==> src/rtl/pulse_width_decoder.sv <==
// Pulse-width decoder: measures onset edge and width of the first pulse in each
// gamma-cycle window and presents the result on a valid/ready output register.
module pulse_width_decoder #(
  parameter int GAMMA_CYCLE_WIDTH = 16,
  parameter int W                 = $clog2(GAMMA_CYCLE_WIDTH + 1)
) (
  input  logic         aclk,
  input  logic         rst_n,
  input  logic         gamma_start,
  input  logic         pulse_in,
  output logic         out_valid,
  input  logic         out_ready,
  output logic [W-1:0] out_onset,
  output logic [W-1:0] out_width,
  output logic         out_none,
  output logic         out_trunc,
  output logic         overflow
);

  // Handshake: a result transfers on any edge where out_valid && out_ready; while
  // out_valid=1 and out_ready=0 every output field holds stable.

  localparam logic [W-1:0] LAST = W'(GAMMA_CYCLE_WIDTH - 1);

  typedef enum logic [1:0] {S_IDLE, S_ARMED, S_HIGH} state_t;

  state_t       state, state_nxt;
  logic [W-1:0] t;
  logic [W-1:0] onset_q, width_q;
  logic         last_edge;

  logic         pub;
  logic [W-1:0] pub_onset, pub_width;
  logic         pub_none, pub_trunc;

  assign last_edge = (t == LAST);

  always_ff @(posedge aclk or negedge rst_n) begin
    if (!rst_n) state <= S_IDLE;
    else        state <= state_nxt;
  end

  always_comb begin
    state_nxt = state;
    if (gamma_start) begin
      state_nxt = S_ARMED;
    end else begin
      case (state)
        S_ARMED: begin
          if (last_edge)     state_nxt = S_IDLE;
          else if (pulse_in) state_nxt = S_HIGH;
        end
        S_HIGH: begin
          if (last_edge || !pulse_in) state_nxt = S_IDLE;
        end
        default: state_nxt = state;
      endcase
    end
  end

  // Publish decode; gamma_start discards any in-flight measurement.
  always_comb begin
    pub       = 1'b0;
    pub_onset = '0;
    pub_width = '0;
    pub_none  = 1'b0;
    pub_trunc = 1'b0;
    if (!gamma_start) begin
      case (state)
        S_ARMED: begin
          if (last_edge) begin
            pub = 1'b1;
            if (pulse_in) begin
              pub_onset = LAST;
              pub_width = W'(1);
              pub_trunc = 1'b1;
            end else begin
              pub_none = 1'b1;
            end
          end
        end
        S_HIGH: begin
          if (!pulse_in) begin
            pub       = 1'b1;
            pub_onset = onset_q;
            pub_width = width_q;
          end else if (last_edge) begin
            pub       = 1'b1;
            pub_onset = onset_q;
            pub_width = width_q + W'(1);
            pub_trunc = 1'b1;
          end
        end
        default: pub = 1'b0;
      endcase
    end
  end

  // Gamma counter and in-flight measurement.
  always_ff @(posedge aclk or negedge rst_n) begin
    if (!rst_n) begin
      t       <= '0;
      onset_q <= '0;
      width_q <= '0;
    end else if (gamma_start) begin
      t       <= W'(1);
      onset_q <= '0;
      width_q <= '0;
    end else begin
      if (t != LAST) t <= t + W'(1);
      if (state == S_ARMED && pulse_in) begin
        onset_q <= t;
        width_q <= W'(1);
      end else if (state == S_HIGH && pulse_in) begin
        width_q <= width_q + W'(1);
      end
    end
  end

  always_ff @(posedge aclk or negedge rst_n) begin
    if (!rst_n) begin
      out_valid <= 1'b0;
      out_onset <= '0;
      out_width <= '0;
      out_none  <= 1'b0;
      out_trunc <= 1'b0;
      overflow  <= 1'b0;
    end else if (pub) begin
      if (!out_valid || out_ready) begin
        out_valid <= 1'b1;
        out_onset <= pub_onset;
        out_width <= pub_width;
        out_none  <= pub_none;
        out_trunc <= pub_trunc;
      end else begin
        overflow <= 1'b1;
      end
    end else if (out_valid && out_ready) begin
      out_valid <= 1'b0;
    end
  end

endmodule

==> config.mk <==
export PLATFORM = sky130hd
export DESIGN_NAME = pulse_width_decoder
export DESIGN_NICKNAME = d
export VERILOG_FILES = /design/src/rtl/pulse_width_decoder.sv
export SDC_FILE = /design/constraint.sdc
export NUM_CORES = 1
export LEC_CHECK = 0
export ABC_AREA = 0
export BUFFER_PORTS_ARGS = -buffer_cell sky130_fd_sc_hd__buf_2
export CAP_MARGIN = 0
export CORE_ASPECT_RATIO = 1.25
export CORE_UTILIZATION = 40
export DETAILED_ROUTE_END_ITERATION = 12
export PLACE_DENSITY = 0.56
export SYNTH_ARGS = -nofsm -noshare
export SYNTH_HDL_FRONTEND = slang
export SYNTH_SLANG_ARGS = --single-unit
==> constraint.sdc <==
create_clock -name aclk -period 4 [get_ports aclk]
set_input_delay 1.2 -clock aclk [delete_from_list [all_inputs] [get_ports aclk]]
set_output_delay 1.2 -clock aclk [all_outputs]
set_load 0.005 [all_outputs]
==> results of run 1 <==
## cells in the final DEF (no fill, tap or decap), types with 2 or more instances in the layout
| cell type | instances |
|---|---|
| a311oi_1 | 5 |
| nand2_1 | 14 |
| and3_1 | 3 |
| xor2_1 | 2 |
| mux2_4 | 6 |
| o22ai_1 | 2 |
| buf_2 | 18 |
| mux2i_1 | 3 |
| nor2b_1 | 5 |
| o21ai_0 | 6 |
| inv_1 | 10 |
| nor4_1 | 2 |
| nand4_1 | 3 |
| dfrtp_1 | 31 |
| nand2b_1 | 6 |
| ha_1 | 6 |
| nor2_1 | 16 |
| clkbuf_8 | 6 |
| a21oi_1 | 14 |
| mux2_2 | 2 |
| nor3_1 | 3 |
| nand3_1 | 10 |
## critical path, delay by kind of cell
| kind | cells | cell delay [ps] |
|---|---|---|
| simple gates | 2 | 450 |
| mux | 1 | 350 |
| buf+inv | 1 | 220 |
| compound gates | 1 | 160 |
## metrics by stage
step	cells	util	power [W]	hold slack (ps)	worst slack (ps)
after floorplan	172	-	0.000479	468	1680
after global placement	233	0.454	0.000525	457	1520
after detailed placement	233	0.454	0.000529	467	1490
after CTS	241	0.484	0.000854	486	1790
after global routing	241	0.484	0.000894	519	1660
final	241	0.484	0.000843	481	1780
## flip-flops by register name, summed over array words and instances, names as in the netlist
register,cells
out_none,1
t,5
state,2
out_onset,5
width_q,5
out_width,5
out_valid,1
onset_q,5
out_trunc,1
overflow,1
## logic make-up after synthesis
family / count (synthesis) / share of synthesized area
AND/OR/NAND/NOR: 67 / 0.205
AO/OA/AOI/OAI: 33 / 0.123
flip-flops: 31 / 0.466
buffers and inverters: 21 / 0.0601
multiplexers: 11 / 0.0857
adder cells (fa/ha/maj): 6 / 0.0451
XOR/XNOR: 3 / 0.0158
## routing by layer
| layer | vias up | track usage |
|---|---|---|
| met5 | - | 0 |
| met4 | 0 | 0.0879 |
| met3 | 7 | 0.0539 |
| met2 | 31 | 0.269 |
| met1 | 589 | 0.216 |
| li1 | 627 | - |
## worst max path at each step
stage | to | slack (ps) | cells after the start
6_report | out_width[0]$_DFFE_PN0P_ | 1780 | 5
4_1_cts | out_width[0]$_DFFE_PN0P_ | 1790 | 5
2_1_floorplan | out_none$_DFFE_PN0P_ | 1680 | 5
3_3_place_gp | out_onset[0]$_DFFE_PN0P_ | 1520 | 5
3_5_place_dp | out_width[0]$_DFFE_PN0P_ | 1490 | 5
5_1_grt | out_width[2]$_DFFE_PN0P_ | 1660 | 7
## cell type report
type                    instances  share of cell area
clock buffers                   6              0.0440
clock inverters                 2              0.0187
inverters                      10              0.0200
multi-input cells             120               0.420
flip-flops and latches         31               0.413
well taps                      54              0.0360
repair buffers                 18              0.0480
## power by group through the flow
stage                     Sequential, W  Combinational [W]  Clock [W]
after floorplan                0.000380          0.0000990          0
after global placement         0.000378           0.000147          0
after detailed placement       0.000380           0.000149          0
after CTS                      0.000374           0.000151   0.000330
after global routing           0.000379           0.000170   0.000345
final                          0.000373           0.000149   0.000321
==> impl_metrics.xml, run 1 <==
<?xml version="1.0" encoding="UTF-8"?>
<metrics>
  <group name="finish">
    <metric name="layout_cell_share_with_drive_strength_beyond_1" unit="">0.187</metric>
    <metric name="area_used_by_multi_input_combinational_logic" unit="sq um">788</metric>
    <metric name="final-seq-area" unit="sq um">776</metric>
    <metric name="syn2layout_area_growth" unit="%">12.8</metric>
    <metric name="antennaDiodeCount" unit="">0</metric>
    <metric name="nFillCells" unit="">403</metric>
    <metric name="nNetsFinal" unit="">197</metric>
    <metric name="final_area" unit="sq um">1880</metric>
  </group>
  <group name="yosys">
    <metric name="ys_async_sr_fraction" unit="">1.00</metric>
    <metric name="synth_largest_area_cell" unit="">dfrtp_1</metric>
    <metric name="yosys.area.top_type_share" unit="">0.466</metric>
    <metric name="synth-edff-count" unit="">0</metric>
    <metric name="ys_seq_area_frac" unit="">0.466</metric>
    <metric name="yosys_warn_count" unit="">0</metric>
    <metric name="library_cell_with_the_highest_instance_count_after_synthesis" unit="">dfrtp_1</metric>
    <metric name="synthFlopType" unit="">dfrtp_1</metric>
    <metric name="synth_area_leaders" unit="">dfrtp_1, mux2_4, ha_1</metric>
    <metric name="synth_seq_cells" unit="">31</metric>
    <metric name="syn_nets" unit="">183</metric>
    <metric name="synthCells" unit="">172</metric>
    <metric name="mappedNetlistArea" unit="sq um">1660</metric>
    <metric name="postSynthAreaPerCell" unit="sq um">9.67</metric>
    <metric name="synth.lib_cells_used.distinct" unit="">35</metric>
    <metric name="synth_common_cells" unit="">dfrtp_1, nor2_1, a21oi_1, nand2_1</metric>
  </group>
  <group name="critical_path">
    <metric name="end_kind" unit="">flip-flop</metric>
    <metric name="crit_path_dat" unit="ps">2390</metric>
    <metric name="reg2reg_setup_slack" unit="ps">1860</metric>
    <metric name="crit_required" unit="ps">4170</metric>
    <metric name="worstRegToRegCells" unit="">7</metric>
    <metric name="rr_startpoint" unit="">t[0]$_DFFE_PN0P_</metric>
    <metric name="critical_path.reg2reg.endpoint" unit="">out_none$_DFFE_PN0P_</metric>
    <metric name="timing.critical_path.cells" unit="">buf_2, nand2b_1, a22o_1, and3_4, mux2_2</metric>
    <metric name="crit_path_max_fanout" unit="">22</metric>
    <metric name="crit_type" unit="">in -&gt; reg</metric>
    <metric name="critical_path.max_stage_delay" unit="ps">350</metric>
    <metric name="worst_setup_path_start_kind" unit="">primary input</metric>
    <metric name="timing.critical_path.slowest_stage_cell" unit="">mux2_2</metric>
    <metric name="setup.worst_path.start" unit="">pulse_in</metric>
  </group>
  <group name="floorplan">
    <metric name="die_y" unit="microns">74.1</metric>
    <metric name="die-area" unit="sq um">4420</metric>
    <metric name="initial_cell_density_of_the_core" unit="">0.429</metric>
    <metric name="ios" unit="">19</metric>
    <metric name="core_area" unit="sq um">3880</metric>
    <metric name="chipWidth" unit="microns">59.7</metric>
    <metric name="fp-row-count" unit="">25</metric>
  </group>
  <group name="detailed_routing">
    <metric name="via_count" unit="">1254</metric>
    <metric name="post_drt_via_cell_ratio" unit="">5.20</metric>
    <metric name="routed_wl" unit="mm">3.30</metric>
    <metric name="met2_wirelength" unit="mm">1.56</metric>
    <metric name="detail_route.wl_per_cell" unit="microns">13.7</metric>
    <metric name="detailedRoute.firstIterationViolations" unit="">46</metric>
    <metric name="highest_layer" unit="">met4</metric>
    <metric name="drt_drc_violations_left" unit="">0</metric>
    <metric name="dr_wl_met3" unit="microns">149</metric>
    <metric name="remaining_number_of_nets_flagged_by_the_antenna_check_after_routing" unit="">0</metric>
    <metric name="m1WireLength" unit="mm">1.52</metric>
    <metric name="dr_pass1_iterations" unit="">4</metric>
  </group>
  <group name="placement">
    <metric name="port_buffer_count" unit="">18</metric>
    <metric name="post_dp_cell_area" unit="sq um">1760</metric>
    <metric name="dp_hpwl" unit="mm">2.27</metric>
    <metric name="gpl.final_weighted_congestion" unit="">0.754</metric>
  </group>
  <group name="clock_network">
    <metric name="cts.sinks" unit="">31</metric>
    <metric name="post_cts_buffers" unit="">0</metric>
    <metric name="clock-root-buffer" unit="">clkbuf_8</metric>
    <metric name="cts_tree" unit="">done</metric>
    <metric name="clkTransAtPathRegs" unit="ps">70</metric>
    <metric name="cts-buffers-inserted" unit="">5</metric>
    <metric name="post_cts.resized_instances" unit="">0</metric>
    <metric name="worst_skew_pair.late_latency" unit="ps">290</metric>
    <metric name="cts_max_level" unit="">2</metric>
    <metric name="post_cts_hold_buffer_count" unit="">0</metric>
    <metric name="clockBufferDepth" unit="">2</metric>
  </group>
  <group name="hold_path">
    <metric name="min_delay_path_depth" unit="">1</metric>
    <metric name="hp-start" unit="">overflow$_DFFE_PN0P_</metric>
    <metric name="hold_path_class" unit="">reg -&gt; reg</metric>
    <metric name="min_delay_worst_endpoint" unit="">overflow$_DFFE_PN0P_</metric>
  </group>
  <group name="grt">
    <metric name="grt_max_degree" unit="">32</metric>
    <metric name="grt_pass1_vias" unit="">1215</metric>
    <metric name="wire_length_of_the_first_global_routing_pass" unit="mm">5.60</metric>
    <metric name="grt_usage" unit="">0.174</metric>
    <metric name="globalRouteOverflowTotal" unit="">0</metric>
    <metric name="grt_antenna_before_repair" unit="">0</metric>
  </group>
  <group name="pwr">
    <metric name="power_per_cell_area" unit="nW/um^2">449</metric>
    <metric name="switchingPower" unit="W">0.000229</metric>
    <metric name="clkPwrFrac" unit="">0.381</metric>
    <metric name="vdd_ir_drop_max" unit="mV">0.155</metric>
    <metric name="pwr-share-comb" unit="">0.176</metric>
    <metric name="net_sw_frac" unit="">0.271</metric>
    <metric name="power_frac_seq" unit="">0.443</metric>
    <metric name="power_leakage" unit="nW">0.867</metric>
    <metric name="internal_power" unit="W">0.000614</metric>
  </group>
  <group name="outcome">
    <metric name="outcome" unit="">finished clean</metric>
  </group>
  <group name="timing">
    <metric name="setup_violations" unit="">0</metric>
    <metric name="timing.final.crit_share" unit="">0.554</metric>
    <metric name="setup_tns" unit="ps">0</metric>
    <metric name="setup_repair_after_global_routing_missed_its_margin" unit="">no</metric>
    <metric name="final.setup_skew" unit="ps">6.07</metric>
    <metric name="final_period_minus_worst_setup_slack" unit="ps">2220</metric>
    <metric name="timing_worst_slew_pin_value" unit="ps">674</metric>
    <metric name="max_slew_margin" unit="">0.550</metric>
    <metric name="final-hold-violation-count" unit="">0</metric>
    <metric name="slew_viol_final" unit="">0</metric>
    <metric name="clock.fmax" unit="MHz">451</metric>
  </group>
  <group name="run">
    <metric name="maxCapViolations" unit="">0</metric>
  </group>
</metrics>
Note: power is estimated with default switching activity, not from simulation.
==> run 2, diff against run 1 <==
clock period = 2.2 ns   (was 4 ns; I/O delays follow)
==> run 2 against run 1 <==
Count of clock-buffer cells in the layout did not move. Clock power rose by 78%. Clock skew barely moved. Flip-flop and latch count did not move. Combinational power rose by 87%. Die area did not move. Sequential power rose by 83%. Routed wire length fell by 0.70%. Final cell count rose by 2.1%. Largest power group unchanged. Worst hold slack got worse by 59 ps. Sequential share of layout area fell by 0.81 points. Critical path type is now reg -> reg. Highest routed layer unchanged.
==> impl_metrics.xml, run 2 (synthesis gave the netlist of run 1 again) <==
<?xml version="1.0" encoding="UTF-8"?>
<metrics>
  <group name="outcome">
    <metric name="outcome" unit="">finished clean</metric>
  </group>
  <group name="critical_path">
    <metric name="crit_path_dat" unit="ps">2250</metric>
    <metric name="worst_setup_path_start_kind" unit="">flip-flop</metric>
    <metric name="crit_path_max_fanout" unit="">12</metric>
    <metric name="crit_type" unit="">reg -&gt; reg</metric>
    <metric name="crit_required" unit="ps">2370</metric>
    <metric name="timing.critical_path.slowest_stage_cell" unit="">dfrtp_1</metric>
    <metric name="timing.critical_path.cells" unit="">ha_1, and3_1, ha_1, nand2b_1, a22o_1, and3_4, mux2_4</metric>
    <metric name="critical_path.max_stage_delay" unit="ps">420</metric>
    <metric name="critPathMostFrequentCell" unit="">ha_1</metric>
    <metric name="end_kind" unit="">flip-flop</metric>
  </group>
  <group name="timing">
    <metric name="final.setup_skew" unit="ps">5.64</metric>
    <metric name="timing.final.crit_share" unit="">0.946</metric>
    <metric name="post_route_hold_slack" unit="ps">422</metric>
    <metric name="timing_worst_slew_pin_value" unit="ps">697</metric>
    <metric name="slew_viol_final" unit="">0</metric>
    <metric name="setup_tns" unit="ps">0</metric>
    <metric name="final-hold-violation-count" unit="">0</metric>
    <metric name="max_slew_margin" unit="">0.535</metric>
    <metric name="final_period_minus_worst_setup_slack" unit="ps">2080</metric>
    <metric name="setup_repair_after_global_routing_missed_its_margin" unit="">no</metric>
    <metric name="clock.fmax" unit="MHz">481</metric>
    <metric name="setup_violations" unit="">0</metric>
  </group>
  <group name="detailed_routing">
    <metric name="detail_route.wl_per_cell" unit="microns">13.3</metric>
    <metric name="dr_pass1_iterations" unit="">4</metric>
    <metric name="detailedRoute.firstIterationViolations" unit="">45</metric>
    <metric name="drt_drc_violations_left" unit="">0</metric>
    <metric name="routed_wl" unit="mm">3.28</metric>
    <metric name="remaining_number_of_nets_flagged_by_the_antenna_check_after_routing" unit="">0</metric>
    <metric name="via_count" unit="">1260</metric>
    <metric name="post_drt_via_cell_ratio" unit="">5.12</metric>
  </group>
  <group name="clock_network">
    <metric name="cts_tree" unit="">done</metric>
    <metric name="cts.sinks" unit="">31</metric>
    <metric name="post_cts_hold_buffer_count" unit="">0</metric>
    <metric name="cts-buffers-inserted" unit="">5</metric>
    <metric name="worst_skew_pair.late_latency" unit="ps">280</metric>
    <metric name="clockBufferDepth" unit="">2</metric>
    <metric name="clkTransAtPathRegs" unit="ps">70</metric>
    <metric name="post_cts_buffers" unit="">0</metric>
    <metric name="post_cts.resized_instances" unit="">0</metric>
    <metric name="clock-root-buffer" unit="">clkbuf_8</metric>
    <metric name="cts_max_level" unit="">2</metric>
  </group>
  <group name="pwr">
    <metric name="vdd_ir_drop_max" unit="mV">0.376</metric>
    <metric name="power_leakage" unit="nW">0.892</metric>
    <metric name="internal_power" unit="W">0.00112</metric>
    <metric name="power_frac_seq" unit="">0.445</metric>
    <metric name="clkPwrFrac" unit="">0.374</metric>
    <metric name="power_per_cell_area" unit="nW/um^2">800</metric>
    <metric name="net_sw_frac" unit="">0.266</metric>
    <metric name="switchingPower" unit="W">0.000407</metric>
    <metric name="pwr-share-comb" unit="">0.182</metric>
  </group>
  <group name="floorplan">
    <metric name="initial_cell_density_of_the_core" unit="">0.429</metric>
    <metric name="die_y" unit="microns">74.1</metric>
    <metric name="chipWidth" unit="microns">59.7</metric>
    <metric name="core_area" unit="sq um">3880</metric>
    <metric name="fp-row-count" unit="">25</metric>
    <metric name="die-area" unit="sq um">4420</metric>
    <metric name="ios" unit="">19</metric>
  </group>
  <group name="hold_path">
    <metric name="hold_path_class" unit="">in -&gt; async</metric>
  </group>
  <group name="grt">
    <metric name="grt_util_met3" unit="">0.0470</metric>
    <metric name="gr-usage-met2" unit="">0.257</metric>
    <metric name="grt_busiest_layer" unit="">met2</metric>
    <metric name="wire_length_of_the_first_global_routing_pass" unit="mm">5.61</metric>
    <metric name="grt_pass1_vias" unit="">1223</metric>
    <metric name="globalRouteOverflowTotal" unit="">0</metric>
    <metric name="grt_antenna_before_repair" unit="">0</metric>
    <metric name="grt_max_degree" unit="">32</metric>
    <metric name="grt_usage" unit="">0.169</metric>
    <metric name="grt.met1_usage" unit="">0.226</metric>
  </group>
  <group name="finish">
    <metric name="finish.utilization" unit="">0.494</metric>
    <metric name="final_area" unit="sq um">1910</metric>
    <metric name="layout_cell_share_with_drive_strength_beyond_1" unit="">0.208</metric>
    <metric name="mostFrequentLayoutCells" unit="">dfrtp_1, buf_2, nor2_1, nand2_1, a21oi_1</metric>
    <metric name="layout_commonest_cell" unit="">dfrtp_1</metric>
    <metric name="antennaDiodeCount" unit="">0</metric>
    <metric name="nNetsFinal" unit="">202</metric>
    <metric name="syn2layout_area_growth" unit="%">15.0</metric>
  </group>
  <group name="placement">
    <metric name="dp_hpwl" unit="mm">2.34</metric>
    <metric name="post_dp_cell_area" unit="sq um">1800</metric>
    <metric name="port_buffer_count" unit="">18</metric>
    <metric name="gpl.final_weighted_congestion" unit="">0.786</metric>
  </group>
  <group name="run">
    <metric name="maxCapViolations" unit="">0</metric>
  </group>
</metrics>
-- run 2: cell types whose count changed in the layout (fill, tap and decap cells not counted), sizes merged --
| cell | before | now |
|---|---|---|
| buf | 18 | 23 |
-- run 2: worst max-delay path, delay by kind of cell (launching register included) --
family / cells / cell delay (ps)
AOI/OAI and AO/OA: 1 / 200
adders and majority gates: 2 / 440
muxes: 1 / 310
DFF: 1 / 420
and+or+nand+nor: 3 / 590
-- run 2: per-stage QoR --
step / worst slack (ps) / instances / total power, W
6_report: 119 / 246 / 0.00153
3_3_place_gp: 163 / 238 / 0.000966
5_1_grt: 11.8 / 246 / 0.00162
3_5_place_dp: 121 / 238 / 0.000972
4_1_cts: 113 / 246 / 0.00156
2_1_floorplan: 144 / 172 / 0.000871
-- run 2: final timing paths --
check	from	endpoint	slack [ps]	cells past startpoint
setup / recovery	t[0]$_DFFE_PN0P_	out_none$_DFFE_PN0P_	120	7
setup reg to reg	t[0]$_DFFE_PN0P_	out_none$_DFFE_PN0P_	120	7
hold reg to reg	overflow$_DFFE_PN0P_	overflow$_DFFE_PN0P_	480	1
min in group aclk	overflow$_DFFE_PN0P_	overflow$_DFFE_PN0P_	480	1
hold / removal	rst_n	out_width[4]$_DFFE_PN0P_	420	1
max in group asynchronous	rst_n	state[1]$_DFFE_PN0P_	1330	1
-- run 2: power groups by stage --
| stage | registers [W] | logic, W | clock network (W) |
|---|---|---|---|
| floorplan | 0.000691 | 0.000180 | 0 |
| global placement | 0.000687 | 0.000279 | 0 |
| detailed placement | 0.000691 | 0.000281 | 0 |
| CTS | 0.000680 | 0.000282 | 0.000593 |
| global route | 0.000691 | 0.000318 | 0.000609 |
| finish | 0.000681 | 0.000278 | 0.000572 |
-- run 2: layout make-up --
class                      instances  area [sq um]
multi-input combinational        120           788
clock buffer                       6          82.6
inverter                          10          37.5
tap                               54          67.6
fill                             389          1960
sequential                        31           776
timing repair buffer              23           128
clock inverter                     2          35.0
-- run 2: metal layers --
metal	share of wire	vias up
li1	-	635
met1	0.47	578
met2	0.46	43
met3	0.056	4
met4	0.010	0
met5	0	-
==> run 3, diff against run 2 <==
ABC_AREA = 1   (was 0)
CELL_PAD_IN_SITES_DETAIL_PLACEMENT = 1   (was default)
CELL_PAD_IN_SITES_GLOBAL_PLACEMENT = 2   (was default)
CORE_UTILIZATION = 34   (was 40)
PLACE_DENSITY = 0.75   (was 0.56)
==> run 3 against run 2 <==
Final area down 1.0%. Via count up 8.0%. Register-to-register slack better by 110 ps. Critical endpoint is now out_width[4]$_DFFE_PN0P_.
==> impl_metrics.xml, run 3 <==
<?xml version="1.0" encoding="UTF-8"?>
<metrics>
  <group name="outcome">
    <metric name="outcome" unit="">finished clean</metric>
  </group>
  <group name="finish">
    <metric name="final-seq-area" unit="sq um">776</metric>
    <metric name="layout_commonest_cell" unit="">nand2_1</metric>
    <metric name="mostFrequentLayoutCells" unit="">nand2_1, dfrtp_1, inv_1, buf_2, nand3_1</metric>
    <metric name="area_used_by_multi_input_combinational_logic" unit="sq um">753</metric>
    <metric name="layout_cell_share_with_drive_strength_beyond_1" unit="">0.223</metric>
    <metric name="nFillCells" unit="">594</metric>
    <metric name="antennaDiodeCount" unit="">0</metric>
    <metric name="nNetsFinal" unit="">230</metric>
    <metric name="syn2layout_area_growth" unit="%">14.8</metric>
  </group>
  <group name="yosys">
    <metric name="ys_async_sr_fraction" unit="">1.00</metric>
    <metric name="synth_common_cells" unit="">nand2_1, dfrtp_1, inv_1</metric>
    <metric name="synthCells" unit="">198</metric>
    <metric name="synth-edff-count" unit="">0</metric>
    <metric name="synth_largest_area_cell" unit="">dfrtp_1</metric>
    <metric name="yosys.area.top_type_share" unit="">0.470</metric>
    <metric name="yosys_warn_count" unit="">0</metric>
    <metric name="synth_area_leaders" unit="">dfrtp_1, nand2_1, o21ai_2</metric>
    <metric name="mappedNetlistArea" unit="sq um">1650</metric>
    <metric name="ys_seq_area_frac" unit="">0.470</metric>
    <metric name="library_cell_with_the_highest_instance_count_after_synthesis" unit="">nand2_1</metric>
    <metric name="synth_seq_cells" unit="">31</metric>
    <metric name="postSynthAreaPerCell" unit="sq um">8.34</metric>
    <metric name="synth.lib_cells_used.distinct" unit="">20</metric>
    <metric name="syn_nets" unit="">209</metric>
    <metric name="synthFlopType" unit="">dfrtp_1</metric>
  </group>
  <group name="placement">
    <metric name="dp_hpwl" unit="mm">3.04</metric>
    <metric name="port_buffer_count" unit="">18</metric>
    <metric name="gpl.final_weighted_congestion" unit="">0.746</metric>
  </group>
  <group name="pwr">
    <metric name="clkPwrFrac" unit="">0.397</metric>
    <metric name="switchingPower" unit="W">0.000446</metric>
    <metric name="internal_power" unit="W">0.00105</metric>
    <metric name="pwr-share-comb" unit="">0.174</metric>
    <metric name="p_total" unit="W">0.00150</metric>
    <metric name="power_leakage" unit="nW">0.952</metric>
    <metric name="power_per_cell_area" unit="nW/um^2">790</metric>
    <metric name="net_sw_frac" unit="">0.298</metric>
    <metric name="power_frac_seq" unit="">0.430</metric>
    <metric name="vdd_ir_drop_max" unit="mV">0.432</metric>
  </group>
  <group name="detailed_routing">
    <metric name="remaining_number_of_nets_flagged_by_the_antenna_check_after_routing" unit="">0</metric>
    <metric name="detail_route.wl_per_cell" unit="microns">14.4</metric>
    <metric name="via_count" unit="">1361</metric>
    <metric name="dr_pass1_iterations" unit="">4</metric>
    <metric name="detailedRoute.firstIterationViolations" unit="">84</metric>
    <metric name="post_drt_via_cell_ratio" unit="">4.86</metric>
    <metric name="routed_wl" unit="mm">4.04</metric>
    <metric name="drt_drc_violations_left" unit="">0</metric>
  </group>
  <group name="floorplan">
    <metric name="chipWidth" unit="microns">64.3</metric>
    <metric name="fp-row-count" unit="">28</metric>
    <metric name="ios" unit="">19</metric>
    <metric name="die-area" unit="sq um">5140</metric>
    <metric name="core_area" unit="sq um">4690</metric>
    <metric name="initial_cell_density_of_the_core" unit="">0.352</metric>
    <metric name="die_y" unit="microns">79.9</metric>
  </group>
  <group name="timing">
    <metric name="timing_worst_slew_pin_value" unit="ps">738</metric>
    <metric name="max_slew_margin" unit="">0.508</metric>
    <metric name="final-hold-violation-count" unit="">0</metric>
    <metric name="final.setup_skew" unit="ps">8.45</metric>
    <metric name="timing.final.crit_share" unit="">0.895</metric>
    <metric name="setup_tns" unit="ps">0</metric>
    <metric name="setup_violations" unit="">0</metric>
    <metric name="slew_viol_final" unit="">0</metric>
    <metric name="setup_repair_after_global_routing_missed_its_margin" unit="">no</metric>
    <metric name="final_period_minus_worst_setup_slack" unit="ps">1970</metric>
    <metric name="clock.fmax" unit="MHz">508</metric>
  </group>
  <group name="critical_path">
    <metric name="timing.critical_path.slowest_stage_cell" unit="">dfrtp_1</metric>
    <metric name="timing.critical_path.buf_inv" unit="">1</metric>
    <metric name="crit_path_dat" unit="ps">2190</metric>
    <metric name="timing.critical_path.cells" unit="">ha_1, nand2_1, nor2_1, ha_1, inv_2, nand2_2, nand2_2, nand2_2, nand3_4, nor2_2, nand2_1, nand2_1</metric>
    <metric name="crit_path_max_fanout" unit="">22</metric>
    <metric name="crit_type" unit="">reg -&gt; reg</metric>
    <metric name="end_kind" unit="">flip-flop</metric>
    <metric name="worst_setup_path_start_kind" unit="">flip-flop</metric>
    <metric name="rr_startpoint" unit="">t[0]$_DFFE_PN0P_</metric>
    <metric name="critical_path.reg2reg.endpoint" unit="">out_width[4]$_DFFE_PN0P_</metric>
    <metric name="cp_top_family" unit="">simple AND/OR/NAND/NOR gates</metric>
    <metric name="reg2reg_setup_slack" unit="ps">230</metric>
    <metric name="worstRegToRegCells" unit="">12</metric>
    <metric name="critical_path.max_stage_delay" unit="ps">390</metric>
    <metric name="crit_required" unit="ps">2430</metric>
  </group>
  <group name="grt">
    <metric name="grt_antenna_before_repair" unit="">0</metric>
    <metric name="globalRouteOverflowTotal" unit="">0</metric>
    <metric name="grt_max_degree" unit="">32</metric>
    <metric name="grt_pass1_vias" unit="">1398</metric>
    <metric name="wire_length_of_the_first_global_routing_pass" unit="mm">6.91</metric>
    <metric name="grt_usage" unit="">0.181</metric>
  </group>
  <group name="clock_network">
    <metric name="cts_max_level" unit="">2</metric>
    <metric name="clockBufferDepth" unit="">2</metric>
    <metric name="worst_skew_pair.late_latency" unit="ps">290</metric>
    <metric name="cts.sinks" unit="">31</metric>
    <metric name="clock-root-buffer" unit="">clkbuf_8</metric>
    <metric name="cts-buffers-inserted" unit="">5</metric>
    <metric name="clkTransAtPathRegs" unit="ps">70</metric>
    <metric name="post_cts_buffers" unit="">0</metric>
    <metric name="post_cts_hold_buffer_count" unit="">0</metric>
    <metric name="cts_tree" unit="">done</metric>
    <metric name="post_cts.resized_instances" unit="">0</metric>
  </group>
  <group name="hold_path">
    <metric name="hold_path_class" unit="">in -&gt; async</metric>
  </group>
  <group name="run">
    <metric name="maxCapViolations" unit="">0</metric>
  </group>
</metrics>
## run 3: changes by cell type in the layout (fill, tap and decap cells not counted), moves of 6 or more
cell | previous run | this run
o21ai_2 | 0 | 10
a21oi_1 | 14 | 6
nand2b_1 | 6 | 0
nand2_1 | 14 | 67
nor2_1 | 16 | 6
mux2_4 | 6 | 0
inv_1 | 10 | 19
## run 3: final cells by class
cell class / instances / area share
sequential: 31 / 0.410
timing repair buffer: 18 / 0.0476
multi-input combinational: 141 / 0.398
clock inverter: 2 / 0.0185
clock buffer: 6 / 0.0436
inverter: 22 / 0.0436
tap: 60 / 0.0396
## run 3: cells by family (layout without fill, tap and decap cells)
family          count (synthesis)  in the layout  synth area share
compound gates                 34             34             0.137
fa+ha+maj                       6              6            0.0455
buf+inv                        26             48            0.0751
flops                          31             31             0.470
simple gates                  101            101             0.272
## run 3: stage by stage
stage | worst slack, ps | cell area (sq um) | utilization | std cells | hold WS (ps)
final | 232 | 1890 | 0.404 | 280 | 426
after global routing | 10.0 | 1890 | 0.404 | 280 | 477
after CTS | 156 | 1890 | 0.403 | 280 | 451
after detailed placement | 179 | 1770 | 0.378 | 272 | 464
after global placement | 345 | 1770 | 0.378 | 272 | 460
after floorplan | 594 | 1650 | - | 198 | 364
## run 3: metal layers
layer,vias up,global-route usage,wire length [microns]
met5,-,0,0
met4,0,0.0733,66
met3,4,0.0486,107
met2,16,0.309,2120
met1,659,0.213,1750
li1,682,-,-
## run 3: worst max path at each step
stage | cells past startpoint | slack, ps | startpoint | endpoint
after floorplan | 12 | 590 | t[0]$_DFFE_PN0P_ | out_width[0]$_DFFE_PN0P_
after global placement | 12 | 350 | t[0]$_DFFE_PN0P_ | out_width[3]$_DFFE_PN0P_
after detailed placement | 12 | 180 | t[0]$_DFFE_PN0P_ | out_width[4]$_DFFE_PN0P_
after CTS | 12 | 160 | t[0]$_DFFE_PN0P_ | out_width[4]$_DFFE_PN0P_
after global routing | 12 | 10 | t[0]$_DFFE_PN0P_ | out_width[4]$_DFFE_PN0P_
final | 12 | 230 | t[0]$_DFFE_PN0P_ | out_width[4]$_DFFE_PN0P_
## run 3: power groups by stage
| stage | registers [W] | logic (W) | clock network (W) |
|---|---|---|---|
| CTS | 0.000641 | 0.000265 | 0.000613 |
| global route | 0.000647 | 0.000298 | 0.000631 |
| finish | 0.000643 | 0.000260 | 0.000594 |
| global placement | 0.000649 | 0.000257 | 0 |
| detailed placement | 0.000652 | 0.000263 | 0 |
| floorplan | 0.000643 | 0.000190 | 0 |
